### src/rtl/dcache_port_arbiter_if.sv
// Bus bundle between the data-cache port arbiter, its requesters and the BRAM.
//   req_*  : per-requester valid/we/addr/wdata in, one-hot ready out
//   resp_* : one-hot read-data-valid and shared read data out
//   mem_*  : registered BRAM command out, BRAM read data in
// slave modport is the arbiter's view; master is the environment's view.
interface dcache_port_arbiter_if #(
  parameter int unsigned NUM_REQ = 3,
  parameter int unsigned DATA_W  = 16,
  parameter int unsigned ADDR_W  = 12
);
  logic [NUM_REQ-1:0]        req_valid_in;
  logic [NUM_REQ-1:0]        req_we_in;
  logic [NUM_REQ*ADDR_W-1:0] req_addr_in;
  logic [NUM_REQ*DATA_W-1:0] req_wdata_in;
  logic [NUM_REQ-1:0]        req_ready_out;
  logic [NUM_REQ-1:0]        resp_valid_out;
  logic [DATA_W-1:0]         resp_data_out;
  logic                      mem_en_out;
  logic                      mem_we_out;
  logic [ADDR_W-1:0]         mem_addr_out;
  logic [DATA_W-1:0]         mem_din_out;
  logic [DATA_W-1:0]         mem_dout_in;

  modport slave (
    input  req_valid_in, req_we_in, req_addr_in, req_wdata_in, mem_dout_in,
    output req_ready_out, resp_valid_out, resp_data_out,
    output mem_en_out, mem_we_out, mem_addr_out, mem_din_out
  );

  modport master (
    output req_valid_in, req_we_in, req_addr_in, req_wdata_in, mem_dout_in,
    input  req_ready_out, resp_valid_out, resp_data_out,
    input  mem_en_out, mem_we_out, mem_addr_out, mem_din_out
  );
endinterface

### src/rtl/dcache_port_arbiter.sv
// Round-robin arbiter sharing one data-cache BRAM port among NUM_REQ requesters
// (0 = SMA/LOADI, 1 = LOADB, 2 = WRITEB). One access per cycle, registered BRAM
// command, read data routed back to the issuer READ_LATENCY cycles after issue.
// Ports:
//   clk_in, rst_n_in : clock, asynchronous active-low reset
//   bus (slave)      : request/response/BRAM signals, see dcache_port_arbiter_if
// Optional macro DCACHE_ARB_STATS_EN adds saturating statistics outputs:
//   conflict_count_out : cycles with two or more requests pending
//   grant_count_out    : per-requester handshake counts, 16 bits each
module dcache_port_arbiter #(
  parameter int unsigned NUM_REQ      = 3,
  parameter int unsigned DATA_W       = 16,
  parameter int unsigned DEPTH        = 4096,
  parameter int unsigned READ_LATENCY = 2,
  localparam int unsigned ADDR_W      = $clog2(DEPTH)
) (
  input  logic                 clk_in,
  input  logic                 rst_n_in,
  dcache_port_arbiter_if.slave bus
`ifdef DCACHE_ARB_STATS_EN
  ,
  output logic [15:0]          conflict_count_out,
  output logic [NUM_REQ*16-1:0] grant_count_out
`endif
);

  localparam int unsigned IdW = (NUM_REQ > 1) ? $clog2(NUM_REQ) : 1;

  logic [IdW-1:0]    rr_ptr_q, rr_ptr_d;
  logic [IdW-1:0]    gnt_idx, scan_idx;
  logic [NUM_REQ-1:0] grant;
  logic              hs;
  logic              sel_we;
  logic [ADDR_W-1:0] sel_addr;
  logic [DATA_W-1:0] sel_wdata;

  logic              mem_en_q, mem_we_q;
  logic [ADDR_W-1:0] mem_addr_q;
  logic [DATA_W-1:0] mem_din_q;
  logic [IdW-1:0]    id_q;

  logic [READ_LATENCY-1:0] tag_vld_q;
  logic [IdW-1:0]          tag_id_q [READ_LATENCY];

  // First valid requester at or after rr_ptr, wrapping; ready only goes to valid ones,
  // so every grant is a handshake.
  always_comb begin
    grant    = '0;
    hs       = 1'b0;
    gnt_idx  = '0;
    scan_idx = '0;
    for (int unsigned k = 0; k < NUM_REQ; k++) begin
      scan_idx = IdW'((32'(rr_ptr_q) + k) % NUM_REQ);
      if (!hs && bus.req_valid_in[scan_idx]) begin
        grant[scan_idx] = 1'b1;
        hs              = 1'b1;
        gnt_idx         = scan_idx;
      end
    end
  end

  always_comb begin
    rr_ptr_d = rr_ptr_q;
    if (hs) begin
      rr_ptr_d = (gnt_idx == IdW'(NUM_REQ - 1)) ? '0 : gnt_idx + IdW'(1);
    end
  end

  always_comb begin
    sel_we    = 1'b0;
    sel_addr  = '0;
    sel_wdata = '0;
    for (int unsigned i = 0; i < NUM_REQ; i++) begin
      if (grant[i]) begin
        sel_we    = bus.req_we_in[i];
        sel_addr  = bus.req_addr_in[i*ADDR_W +: ADDR_W];
        sel_wdata = bus.req_wdata_in[i*DATA_W +: DATA_W];
      end
    end
  end

  always_ff @(posedge clk_in or negedge rst_n_in) begin
    if (!rst_n_in) begin
      rr_ptr_q   <= '0;
      mem_en_q   <= 1'b0;
      mem_we_q   <= 1'b0;
      mem_addr_q <= '0;
      mem_din_q  <= '0;
      id_q       <= '0;
    end else begin
      rr_ptr_q <= rr_ptr_d;
      mem_en_q <= hs;
      mem_we_q <= hs & sel_we;
      if (hs) begin
        mem_addr_q <= sel_addr;
        mem_din_q  <= sel_wdata;
        id_q       <= gnt_idx;
      end
    end
  end

  // Tag stage k is aligned with the BRAM read issued k+1 cycles earlier, so the last
  // stage lines up with mem_dout_in.
  always_ff @(posedge clk_in or negedge rst_n_in) begin
    if (!rst_n_in) begin
      tag_vld_q <= '0;
      for (int unsigned i = 0; i < READ_LATENCY; i++) tag_id_q[i] <= '0;
    end else begin
      tag_vld_q[0] <= mem_en_q & ~mem_we_q;
      tag_id_q[0]  <= id_q;
      for (int unsigned i = 1; i < READ_LATENCY; i++) begin
        tag_vld_q[i] <= tag_vld_q[i-1];
        tag_id_q[i]  <= tag_id_q[i-1];
      end
    end
  end

  always_comb begin
    bus.resp_valid_out = '0;
    for (int unsigned i = 0; i < NUM_REQ; i++) begin
      bus.resp_valid_out[i] = tag_vld_q[READ_LATENCY-1] &&
                              (tag_id_q[READ_LATENCY-1] == IdW'(i));
    end
  end

  assign bus.req_ready_out = grant;
  assign bus.resp_data_out = bus.mem_dout_in;
  assign bus.mem_en_out    = mem_en_q;
  assign bus.mem_we_out    = mem_we_q;
  assign bus.mem_addr_out  = mem_addr_q;
  assign bus.mem_din_out   = mem_din_q;

`ifdef DCACHE_ARB_STATS_EN
  logic [15:0] conflict_q;
  logic [15:0] grant_cnt_q [NUM_REQ];

  always_ff @(posedge clk_in or negedge rst_n_in) begin
    if (!rst_n_in) begin
      conflict_q <= '0;
      for (int unsigned i = 0; i < NUM_REQ; i++) grant_cnt_q[i] <= '0;
    end else begin
      if (($countones(bus.req_valid_in) > 1) && (conflict_q != 16'hFFFF)) begin
        conflict_q <= conflict_q + 16'd1;
      end
      for (int unsigned i = 0; i < NUM_REQ; i++) begin
        if (grant[i] && (grant_cnt_q[i] != 16'hFFFF)) grant_cnt_q[i] <= grant_cnt_q[i] + 16'd1;
      end
    end
  end

  always_comb begin
    grant_count_out = '0;
    for (int unsigned i = 0; i < NUM_REQ; i++) grant_count_out[i*16 +: 16] = grant_cnt_q[i];
  end

  assign conflict_count_out = conflict_q;
`endif

endmodule
### src/flat_wrapper.sv
// flat-port wrapper written by rule: the top's interface ports become plain ports
module dcache_port_arbiter_flat 
#(
  parameter int unsigned NUM_REQ      = 3,
  parameter int unsigned DATA_W       = 16,
  parameter int unsigned DEPTH        = 4096,
  parameter int unsigned READ_LATENCY = 2,
  localparam int unsigned ADDR_W      = $clog2(DEPTH)
)
  (clk_in, rst_n_in, bus_req_valid_in, bus_req_we_in, bus_req_addr_in, bus_req_wdata_in, bus_mem_dout_in, bus_req_ready_out, bus_resp_valid_out, bus_resp_data_out, bus_mem_en_out, bus_mem_we_out, bus_mem_addr_out, bus_mem_din_out);
  dcache_port_arbiter_if #(.NUM_REQ(NUM_REQ), .DATA_W(DATA_W)) bus_i ();
  input  logic clk_in;
  input  logic rst_n_in;
  input wire logic [$bits(bus_i.req_valid_in)-1:0] bus_req_valid_in;
  input wire logic [$bits(bus_i.req_we_in)-1:0] bus_req_we_in;
  input wire logic [$bits(bus_i.req_addr_in)-1:0] bus_req_addr_in;
  input wire logic [$bits(bus_i.req_wdata_in)-1:0] bus_req_wdata_in;
  input wire logic [$bits(bus_i.mem_dout_in)-1:0] bus_mem_dout_in;
  output wire logic [$bits(bus_i.req_ready_out)-1:0] bus_req_ready_out;
  output wire logic [$bits(bus_i.resp_valid_out)-1:0] bus_resp_valid_out;
  output wire logic [$bits(bus_i.resp_data_out)-1:0] bus_resp_data_out;
  output wire logic [$bits(bus_i.mem_en_out)-1:0] bus_mem_en_out;
  output wire logic [$bits(bus_i.mem_we_out)-1:0] bus_mem_we_out;
  output wire logic [$bits(bus_i.mem_addr_out)-1:0] bus_mem_addr_out;
  output wire logic [$bits(bus_i.mem_din_out)-1:0] bus_mem_din_out;
  assign bus_i.req_valid_in = bus_req_valid_in;
  assign bus_i.req_we_in = bus_req_we_in;
  assign bus_i.req_addr_in = bus_req_addr_in;
  assign bus_i.req_wdata_in = bus_req_wdata_in;
  assign bus_i.mem_dout_in = bus_mem_dout_in;
  assign bus_req_ready_out = bus_i.req_ready_out;
  assign bus_resp_valid_out = bus_i.resp_valid_out;
  assign bus_resp_data_out = bus_i.resp_data_out;
  assign bus_mem_en_out = bus_i.mem_en_out;
  assign bus_mem_we_out = bus_i.mem_we_out;
  assign bus_mem_addr_out = bus_i.mem_addr_out;
  assign bus_mem_din_out = bus_i.mem_din_out;
  dcache_port_arbiter #(.NUM_REQ(NUM_REQ), .DATA_W(DATA_W), .DEPTH(DEPTH), .READ_LATENCY(READ_LATENCY)) u_core (.clk_in(clk_in), .rst_n_in(rst_n_in), .bus(bus_i));
endmodule
### config.mk
export PLATFORM = sky130hd
export DESIGN_NAME = dcache_port_arbiter_flat
export DESIGN_NICKNAME = d
export VERILOG_FILES = /design/src/rtl/dcache_port_arbiter_if.sv /design/src/rtl/dcache_port_arbiter.sv /design/src/flat_wrapper.sv
export SDC_FILE = /design/constraint.sdc
export NUM_CORES = 1
export LEC_CHECK = 0
export BUFFER_PORTS_ARGS = -buffer_cell sky130_fd_sc_hd__clkbuf_2
export CELL_PAD_IN_SITES_DETAIL_PLACEMENT = 2
export CELL_PAD_IN_SITES_GLOBAL_PLACEMENT = 2
export CORE_ASPECT_RATIO = 1.2
export CORE_UTILIZATION = 22
export DETAILED_ROUTE_END_ITERATION = 6
export PLACE_DENSITY = 0.77
export SETUP_SLACK_MARGIN = 0.15
export SYNTH_ARGS = -nofsm -noshare
export SYNTH_HDL_FRONTEND = slang
export SYNTH_SLANG_ARGS = --single-unit
### constraint.sdc
create_clock -name clk_in -period 2.8 [get_ports clk_in]
set_clock_uncertainty 0.2 [all_clocks]
set_input_delay 0.14 -clock clk_in [delete_from_list [all_inputs] [get_ports clk_in]]
set_output_delay 0.14 -clock clk_in [all_outputs]
set_load 0.01 [all_outputs]
* Yosys cells after proc, flatten, opt, wreduce, memory -nomap -nowiden *
Cells that the tools add are included.

cells by class
  add/subtract/negate cells = 3
  div/mod/pow operators = 3
  order comparisons = 6
  equal/unequal tests = 3
  muxes and demuxes = 31
  bitwise logic cells = 5
  reduce and logical (&&, ||, !) cells = 11

operators by type and width
  operator                                                                  count
  32-bit by 2-bit remainder unit with 32-bit output, second input constant  2
  16-bit two-way mux                                                        3
  12-bit two-way mux                                                        3
  2-bit by 2-bit remainder unit with 32-bit output, second input constant   1
  1-bit two-way mux                                                         12
  2-bit by 3-bit < comparator with 1-bit output, second input constant      3
  3-bit two-way mux                                                         3
  1-bit logical AND                                                         8
  2-bit two-way mux                                                         4
  1-bit binary-select mux with 2-bit select                                 3
  1-bit demux with 2-bit select                                             3
  2-bit by 1-bit >= comparator with 1-bit output, second input constant     3
  3-bit bitwise OR                                                          2
  2-bit == test, second input constant                                      2
  2-bit by 1-bit adder with 3-bit output, second input constant             1
  2-bit by 2-bit adder with 3-bit output, second input constant             1
  2-bit by 1-bit adder with 2-bit output, second input constant             1
  1-bit AND                                                                 2
  2-bit by 1-bit == test with 1-bit output, second input constant           1
  1-bit zero test                                                           2
  2-bit zero test                                                           1
  1-bit inverter                                                            1

storage, ports and cells
  bits in registers = 40
  input port bits = 108
  output and inout bits = 52
  logic and storage cells = 71

* Depth between registers and ports, before layout *
Gate-level depths: netlist of the first run.

  word-level depth = 14
  depth in mapped cells = 11
  mapped depth without buffers = 8

* Worst setup path after synthesis of the first run *
No wires, ideal clock.

  kind = flip-flop to flip-flop
  from = register u_core.rr_ptr_q[0]
  to = register u_core.mem_din_q[4] (netlist: u_core.bus.mem_din_out[4])
  library setup time = 0.124 ns
  arrival time = 2.138 ns
  data required time = 2.476 ns
  setup slack = 0.338 ns
  cell stages (with the launch flop) = 11
  buffers on the path = 2
  period minus slack after synthesis = 2.462 ns
  cells stage by stage = dfrtp_1 > inv_1 > ha_1 > mux2i_1 > o21ai_1 > a222oi_1 > o32ai_2 > buf_6 > buf_8 > a221oi_2 > nor2_1

on the way
  longest elaborated chain between the ends = 13
  elaborated cells between the ends (all ways) = 41
  those cells by class = add/sub (2); div (3); order compare (6); mux (21); bitwise (2); reduce/logical (7)

RTL lines
  item                                                                                                        RTL line                   text
  start, declared                                                                                             dcache_port_arbiter.sv:29  logic [IdW-1:0] rr_ptr_q, rr_ptr_d;
  start signal, assigned                                                                                      dcache_port_arbiter.sv:91  rr_ptr_q <= rr_ptr_d;
  2-bit by 1-bit adder with 3-bit output or 2-bit by 2-bit remainder unit with 32-bit output (tied branches)  dcache_port_arbiter.sv:53  scan_idx = IdW'((32'(rr_ptr_q) + k) % NUM_REQ);
  32-bit by 2-bit remainder unit with 32-bit output (tied with other cells)                                   dcache_port_arbiter.sv:53
  2-bit by 3-bit < comparator with 1-bit output (not written as such) (tied with other cells)                 dcache_port_arbiter.sv:55  grant[scan_idx] = 1'b1;
  1-bit logical AND (not written as such) (tied with other cells)                                             dcache_port_arbiter.sv:55
  1-bit two-way mux (not written as such) (tied with other cells)                                             dcache_port_arbiter.sv:55
  1-bit demux with 2-bit select (tied with other cells)                                                       -
  3-bit bitwise OR (no source line) or 1-bit two-way mux (tied branches)                                      -
  3-bit two-way mux or 1-bit zero test (tied branches)                                                        dcache_port_arbiter.sv:54  if (!hs && bus.req_valid_in[scan_idx]) begin
  3-bit bitwise OR (no source line) or 1-bit logical AND (tied branches)                                      -
  3-bit two-way mux                                                                                           dcache_port_arbiter.sv:54
  16-bit two-way mux (3 in series)                                                                            dcache_port_arbiter.sv:74  if (grant[i]) begin
  end signal, assigned                                                                                        dcache_port_arbiter.sv:96  mem_din_q <= sel_wdata;
  end, declared                                                                                               dcache_port_arbiter.sv:39  logic [DATA_W-1:0] mem_din_q;

Several ways; a longest one is shown, not always the timed one. The select of a mux whose other input is x is not followed.
A chain may end at the register's enable or synchronous reset.

* Worst setup path in the final report of the first run *
  from = register u_core.rr_ptr_q[1]
  to = register u_core.mem_din_q[15] (netlist: u_core.bus.mem_din_out[15])

The elaborated chain is that of the path after synthesis.

==> key figures, run 1 <==
Outcome
  • Status: finished clean

Worst setup path
  • RR Endpoint: u_core.bus.mem_din_out[15]
  • Worst path required time: 2.76 ns
  • Critical Path Start: u_core.rr_ptr_q[1]
  • Worst setup path endpoint: u_core.bus.mem_din_out[15]
  • CP Capture Type: register
  • CP Class: reg -> reg
  • Reg2Reg Setup Slack: 0.008 ns
  • Crit start category: register
  • Reg-to-Reg Start: u_core.rr_ptr_q[1]
  • Crit path DAT: 2.75 ns
  • CP Max Fanout: 29
  • R2R depth: 10

Power
  • VDD IR max: 0.000632 V
  • Pwr per Cell Area: 1460 nW/µm²
  • P_leak: 0.00201 µW

Floorplan
  • Die Ht: 114 µm
  • IO Pins: 160
  • DIE WIDTH: 95.2 µm
  • Core area: 10100 µm²
  • Initial Util: 0.228
  • Die area: 10800 µm²
  • Rows: 40

Cells and area
  • Share of layout cells above drive strength 1: 0.457
  • Area growth syn-to-layout: 90.2%
  • Nets: 551
  • Post-Layout Cell Count: 569
  • Design Area, Final: 4360 µm²

STA
  • Fin. max-slew vios: 0
  • Rel. slew slack: 0.306
  • Highest clock rate: 358 MHz
  • Min Tclk post-route: 2.79 ns
  • Setup_tns: 0 ns
  • RSZ-0062 raised after global routing: yes
  • Final hold vios: 0
  • Worst slew pin tran: 1.04 ns
  • Final setup viols: 0
  • Final period util: 0.997

Routing
  • Drt pass-1 iters: 4
  • DRC errors left: 0
  • Detail Route Antenna Nets: 0
  • DR WL/cell: 23.7 µm
  • Drt total wl: 13.5 mm
  • Initial detailed-routing violation count: 123
  • Via count: 2884
  • DR vias/cell: 5.07

Global route
  • Largest net degree at the start of global routing: 41
  • Grt ovf: 0
  • Total track usage: 0.233
  • First-pass GRT wire length: 18.6 mm
  • Vias in the first global route: 3440
  • Initial antenna violation count: 3

Worst hold path
  • Worst Hold Class: in -> out
  • Hold Crit Start: bus_mem_dout_in[0]
  • Min-Delay Path Depth: 0

Place
  • Cell total after placement: 461
  • GPL Wtd Cong: 0.823
  • Detailed Place HPWL: 6.45 mm
  • Port Buffer Count: 127
  • Placed Instance Area: 3030 µm²

Clock tree
  • Root buf cell: clkbuf_16
  • Clock Latency Late Sink: 0.29 ns
  • CTS Buf Count: 5
  • H-tree lvl count: 2
  • Largest buffer count on any clock path: 2
  • Clock-pin slew on the worst setup and hold paths: 0.06 ns
  • CTS tree: yes
  • CTS Sinks: 40

Logic synthesis
  • Distinct cells, synth: 42
  • Synth Net Count: 338
  • Post-Syn Area: 2290 µm²
  • Syn_area_per_cell: 10.1 µm²
  • Sequential area share after synthesis: 0.437
  • Synthesized flop and latch total: 40
  • Synth Warn #: 0
  • Synthesized instance count: 226

Flow run
  • Max-cap violations: 0
==> critical path, cell delays in order (launching register included) <==
cell	delay, ns
dfrtp_1	0.44
inv_2	0.13
ha_4	0.21
and2_1	0.26
nor4b_2	0.09
a222oi_1	0.35
buf_4	0.20
o32ai_4	0.08
buf_12	0.20
a221oi_1	0.39
nor2_1	0.10
==> sequential cells by signal, summed over array words and instances (netlist names) <==
signal and cells:
u_core.bus.mem_addr_out 12, u_core.rr_ptr_q 2, u_core.bus.mem_we_out 1, u_core.id_q 2, u_core.bus.mem_en_out 1, u_core.tag_vld_q 2
u_core.tag_id_q 4, u_core.bus.mem_din_out 16
==> worst min-delay path by stage <==
stage | to | slack [ns]
2_1_floorplan | u_core.bus.mem_addr_out[0] | -0.36
3_3_place_gp | bus_resp_data_out[11] | 0.08
3_5_place_dp | bus_resp_data_out[11] | 0.08
4_1_cts | bus_resp_data_out[11] | 0.08
5_1_grt | bus_resp_data_out[2] | 0.08
6_report | bus_resp_data_out[0] | 0.08
==> cells in the mapped netlist (all sizes together) <==
master   instances  area share
dfrtp           40        0.44
nor2            35       0.057
o22ai           31       0.085
a221oi          29        0.14
buf             25       0.081
clkbuf           8       0.013
o21ai            7       0.017
inv              6      0.0098
ha               4       0.022
nand2            4      0.0076
nand2b           4       0.011
a21oi            3      0.0066
and3b            3       0.011
a211oi           2      0.0066
a22oi            2      0.0066
a31oi            2      0.0082
mux2i            2      0.0087
nor2b            2      0.0055
o21a             2      0.0066
a2111oi          1      0.0066
a21boi           1      0.0033
a222oi           1      0.0044
a22o             1      0.0076
and2             1      0.0027
and4             1      0.0038
and4b            1      0.0044
nand3b           1      0.0033
nor3b            1      0.0033
nor4b            1      0.0038
o211ai           1      0.0033
o221ai           1      0.0038
o22a             1      0.0038
o32ai            1      0.0071
or2              1      0.0027
==> layout by cell type, fill, tap and decap left out, types with 3 or more instances in the layout <==
| cell | count |
|---|---|
| a221oi_1 | 10 |
| a221oi_2 | 18 |
| and3b_1 | 3 |
| buf_12 | 3 |
| buf_4 | 19 |
| clkbuf_16 | 6 |
| clkbuf_2 | 127 |
| dfrtp_1 | 40 |
| diode_2 | 3 |
| dlygate4sd3_1 | 88 |
| inv_1 | 4 |
| nand2_1 | 3 |
| nor2_1 | 35 |
| o21ai_0 | 3 |
| o21ai_2 | 3 |
| o22ai_1 | 31 |
==> report_power, final <==
part	internal (µW)	switching [µW]	leakage, µW
clock network	447	258	0.0000871
logic	1970	2550	0.00144
registers	917	210	0.000481
total	3330	3020	0.00201
==> routing by layer <==
layer,GRT usage,vias to the layer above,wire (µm)
met1,0.227,1442,4790
met5,0,-,0
li1,-,1285,-
met2,0.460,117,7600
met3,0.0413,40,501
met4,0.106,0,599
==> kinds of logic (layout without fill, tap and decap cells) <==
family,count (synthesis),count (layout),share of synthesized area
other cells,0,3,0
flops,40,40,0.437
mux,2,2,0.00874
simple gates,55,55,0.117
buf+inv,39,253,0.104
fa+ha+maj,4,4,0.0218
compound gates,86,86,0.311
==> per-stage QoR <==
stage	hold WS [ns]	total power (µW)	util	setup slack, ns
after floorplan	-0.356	3380	-	0.338
after global placement	0.0801	4470	0.301	0.192
after detailed placement	0.0801	4600	0.301	0.100
after CTS	0.0801	5690	0.416	0.161
after global routing	0.0800	6690	0.433	-0.0736
final	0.0800	6350	0.433	0.00803
==> area by class of cell <==
type / count / area [µm²]
diodes: 3 / 7.51
clock buffers: 6 / 139
clock inverters: 2 / 38.8
fillers: 1051 / 5700
inverters: 6 / 22.5
multi-input cells: 147 / 1210
flip-flops and latches: 40 / 1000
well taps: 126 / 158
repair buffers: 239 / 1780
==> timing repair <==
action / CTS / global route
gates cloned: 1 / 1
pin swaps: 0 / 2
buffers inserted: 3 / 4
endpoints found under the hold margin: 69 / 0
hold buffers: 88 / 0
setup endpoints to repair: 24 / 32
gates resized for setup: 8 / 21
No activity file was read; power rests on OpenSTA's default activity.
==> run 2, diff against run 1 <==
--- a/config.mk
+++ b/config.mk
@@ -5,13 +5,14 @@
 export SDC_FILE = /design/constraint.sdc
 export NUM_CORES = 1
 export LEC_CHECK = 0
+export ABC_AREA = 1
 export BUFFER_PORTS_ARGS = -buffer_cell sky130_fd_sc_hd__clkbuf_2
 export CELL_PAD_IN_SITES_DETAIL_PLACEMENT = 2
 export CELL_PAD_IN_SITES_GLOBAL_PLACEMENT = 2
 export CORE_ASPECT_RATIO = 1.2
 export CORE_UTILIZATION = 22
 export DETAILED_ROUTE_END_ITERATION = 6
-export PLACE_DENSITY = 0.77
+export PLACE_DENSITY = 0.8
 export SETUP_SLACK_MARGIN = 0.15
 export SYNTH_ARGS = -nofsm -noshare
 export SYNTH_HDL_FRONTEND = slang
==> run 2 against run 1 <==
  * Register-to-register slack improved by 0.28 ns
  * Design area fell by 4.0%
  * Via count up 12%
  * Critical path depth is 2 higher
  * Count of clock-buffer cells in the layout grew 2
  * Die area is 13% higher
  * Clock power decreased by 15%
  * Worst hold slack got worse by 0.078 ns
  * Fmax rose by 10%
==> key figures, run 2 <==
Logic synthesis
  • Ys async rst share: 1.00 (unchanged)
  • Cell taking the most area after synthesis: dfrtp_1
  • Yosys top cell area share: 0.386 (-0.0508)
  • Ys flop type: dfrtp_1
  • Top cells by area, synth: dfrtp_1 (39%), nand2_1 (19%), nand3_1 (7.7%)
  • Most frequent cell after synthesis: nand2_1
  • Sequential area share after synthesis: 0.386 (-0.0508)
  • Post-Syn Area: 2590 µm² (+13%)
  • Synth Net Count: 468 (+38%)
  • Synth Warn #: 0 (unchanged)
  • Syn_area_per_cell: 7.28 µm² (-28%)
  • Post-synth EDFFs: 0 (unchanged)
  • Distinct cells, synth: 30 (-29%)
  • Post-synth top cells: nand2_1 (130), dfrtp_1 (40), nand3_1 (40), a21oi_1 (30), or2_0 (19)
  • Synthesized flop and latch total: 40 (unchanged)
  • Synthesized instance count: 356 (+58%)

Floorplan
  • IO Pins: 160 (unchanged)
  • DIE WIDTH: 101 µm (+6.2%)
  • Die area: 12200 µm² (+13%)
  • Rows: 43 (+7.5%)
  • Initial Util: 0.225 (-0.00257)
  • Die Ht: 121 µm (+6.3%)
  • Core area: 11500 µm² (+14%)

Clock tree
  • CTS tree: yes
  • Clock Latency Late Sink: 0.28 ns (about the same)
  • H-tree lvl count: 2 (unchanged)
  • CTS Sinks: 40 (unchanged)
  • Root buf cell: clkbuf_16
  • Clock-pin slew on the worst setup and hold paths: 0.06 ns (about the same)
  • Largest buffer count on any clock path: 2 (unchanged)
  • CTS Buf Count: 5 (unchanged)

Worst setup path
  • Reg-to-Reg Start: u_core.rr_ptr_q[1]
  • CP Capture Type: primary output
  • Crit start category: register
  • Worst path required time: 2.46 ns (-0.30 ns)
  • RR Endpoint: u_core.bus.mem_din_out[3]
  • Reg2Reg Setup Slack: 0.29 ns (+0.28 ns)
  • CP Max Fanout: 16 (-45%)
  • Crit path DAT: 2.19 ns (-0.56 ns)
  • R2R depth: 13 (+3)
  • CP Class: reg -> out

Power
  • Post-layout power: 5840 µW (-8.0%)
  • VDD IR max: 0.000631 V (-0.13%)
  • Pwr per Cell Area: 1400 nW/µm² (-4.2%)
  • P_leak: 0.00221 µW (+9.8%)

Global route
  • First-pass GRT wire length: 19.8 mm (+6.2%)
  • Grt ovf: 0 (unchanged)
  • Initial antenna violation count: 3 (unchanged)
  • Largest net degree at the start of global routing: 41 (unchanged)
  • Vias in the first global route: 3731 (+8.5%)
  • Total track usage: 0.215 (-0.0182)

Routing
  • Detail Route Antenna Nets: 0 (unchanged)
  • Drt pass-1 iters: 4 (unchanged)
  • DRC errors left: 0 (unchanged)
  • DR WL/cell: 18.5 µm (-22%)
  • Drt total wl: 12.9 mm (-4.3%)
  • Via count: 3221 (+12%)
  • Initial detailed-routing violation count: 107 (-13%)
  • DR vias/cell: 4.63 (-8.7%)

STA
  • Rel. slew slack: 0.248 (-0.0576)
  • Hold WS: 0.00230 ns (-0.0777 ns)
  • Setup_tns: 0 ns (unchanged)
  • Fin. max-slew vios: 0 (unchanged)
  • Highest clock rate: 396 MHz (+10%)
  • Worst slew pin tran: 1.13 ns (+0.0864 ns)
  • Final period util: 0.902 (-0.0947)
  • RSZ-0062 raised after global routing: no
  • Final setup viols: 0 (unchanged)
  • Min Tclk post-route: 2.53 ns (-0.265 ns)
  • Final hold vios: 0 (unchanged)

Worst hold path
  • Hold EP: u_core.bus.mem_din_out[11]
  • Worst Hold Class: in -> reg
  • Min-Delay Path Depth: 5 (+5)
  • Hold Crit Start: bus_req_wdata_in[11]

Flow run
  • Max-cap violations: 0 (unchanged)

Cells and area
  • Commonest non-fill, non-tap cell in the layout: nand2_1
  • Most frequent cells in the layout: nand2_1 (129), clkbuf_2 (127), dlygate4sd3_1 (69)
  • Max reg flops: 16 (unchanged)
  • Nets: 647 (+17%)
  • Area growth syn-to-layout: 61.4%
  • Share of layout cells above drive strength 1: 0.310 (-0.147)
  • Fill count: 1369 (+30%)
  • Design Area, Final: 4190 µm² (-4.0%)

Place
  • Detailed Place HPWL: 7.32 mm (+14%)
  • GPL Wtd Cong: 0.758 (-7.9%)
  • Port Buffer Count: 127 (unchanged)
  • Placed Instance Area: 3280 µm² (+8.0%)

Outcome
  • Status: finished clean
==> run 2: metal layers <==
| layer | wire length (µm) | share of wire | track usage | up-vias |
|---|---|---|---|---|
| met5 | 0 | 0 | 0 | - |
| met2 | 7230 | 0.56 | 0.422 | 117 |
| met4 | 565 | 0.044 | 0.107 | 0 |
| met1 | 4630 | 0.36 | 0.211 | 1587 |
| li1 | - | - | - | 1475 |
| met3 | 478 | 0.037 | 0.0380 | 42 |
==> run 2: logic make-up (layout without fill, tap and decap cells) <==
family                   after synthesis  count (layout)  share of synthesized area
AND/OR/NAND/NOR                      218             218                      0.394
flip-flops                            40              40                      0.386
buffers and inverters                 56             236                      0.121
adder cells (fa/ha/maj)                4               4                     0.0193
AO/OA/AOI/OAI                         38              38                     0.0796
other                                  0               3                          0
==> run 2: final cells by class <==
type | instances | area [µm²] | share of cell area
antenna | 3 | 7.51 | 0.00179
tap | 157 | 196 | 0.0469
multi-input combinational | 260 | 1310 | 0.312
inverter | 21 | 81.3 | 0.0194
clock buffer | 8 | 146 | 0.0350
timing repair buffer | 207 | 1450 | 0.345
sequential | 40 | 1000 | 0.239
==> run 2: where the power goes <==
part / internal [µW] / total [µW] / switching, µW / leakage (µW)
clock network: 357 / 599 / 242 / 0.0000712
registers: 911 / 1080 / 165 / 0.000490
logic: 1440 / 4170 / 2720 / 0.00164
==> run 2: timing repair <==
action	4_1_cts	5_1_grt
resized for setup	3	7
pin swaps	1	0
buffers inserted	2	1
hold endpoints to repair	68	0
hold buffers	69	0
endpoints found under the setup margin	32	33
==> run 2: worst max-delay path by stage <==
stage	cells past startpoint	slack [ns]	endpoint	from
2_1_floorplan	14	0.57	u_core.bus.mem_addr_out[10]	u_core.rr_ptr_q[0]
3_3_place_gp	12	0.27	u_core.bus.mem_addr_out[10]	u_core.rr_ptr_q[0]
3_5_place_dp	12	0.01	u_core.bus.mem_din_out[3]	u_core.rr_ptr_q[0]
4_1_cts	12	0.15	bus_req_ready_out[1]	u_core.rr_ptr_q[0]
5_1_grt	13	0.14	u_core.bus.mem_din_out[10]	u_core.rr_ptr_q[1]
6_report	12	0.27	bus_req_ready_out[1]	u_core.rr_ptr_q[0]
==> run 2: worst max-delay path, cell delays in order, from the launching register on <==
cell	delay (ns)
dfrtp_1	0.36
inv_1	0.11
ha_4	0.34
inv_2	0.07
nand2_1	0.08
nand2_1	0.06
nor2_1	0.14
nand3_2	0.11
nand2_1	0.14
inv_2	0.04
nand2_1	0.11
buf_8	0.19
clkbuf_2	0.15
==> run 2: through the flow <==
step	worst slack, ns	util	std cells
3_5_place_dp	0.0127	0.285	613
5_1_grt	0.140	0.364	696
3_3_place_gp	0.268	0.285	613
2_1_floorplan	0.566	-	356
6_report	0.273	0.364	696
4_1_cts	0.152	0.359	692
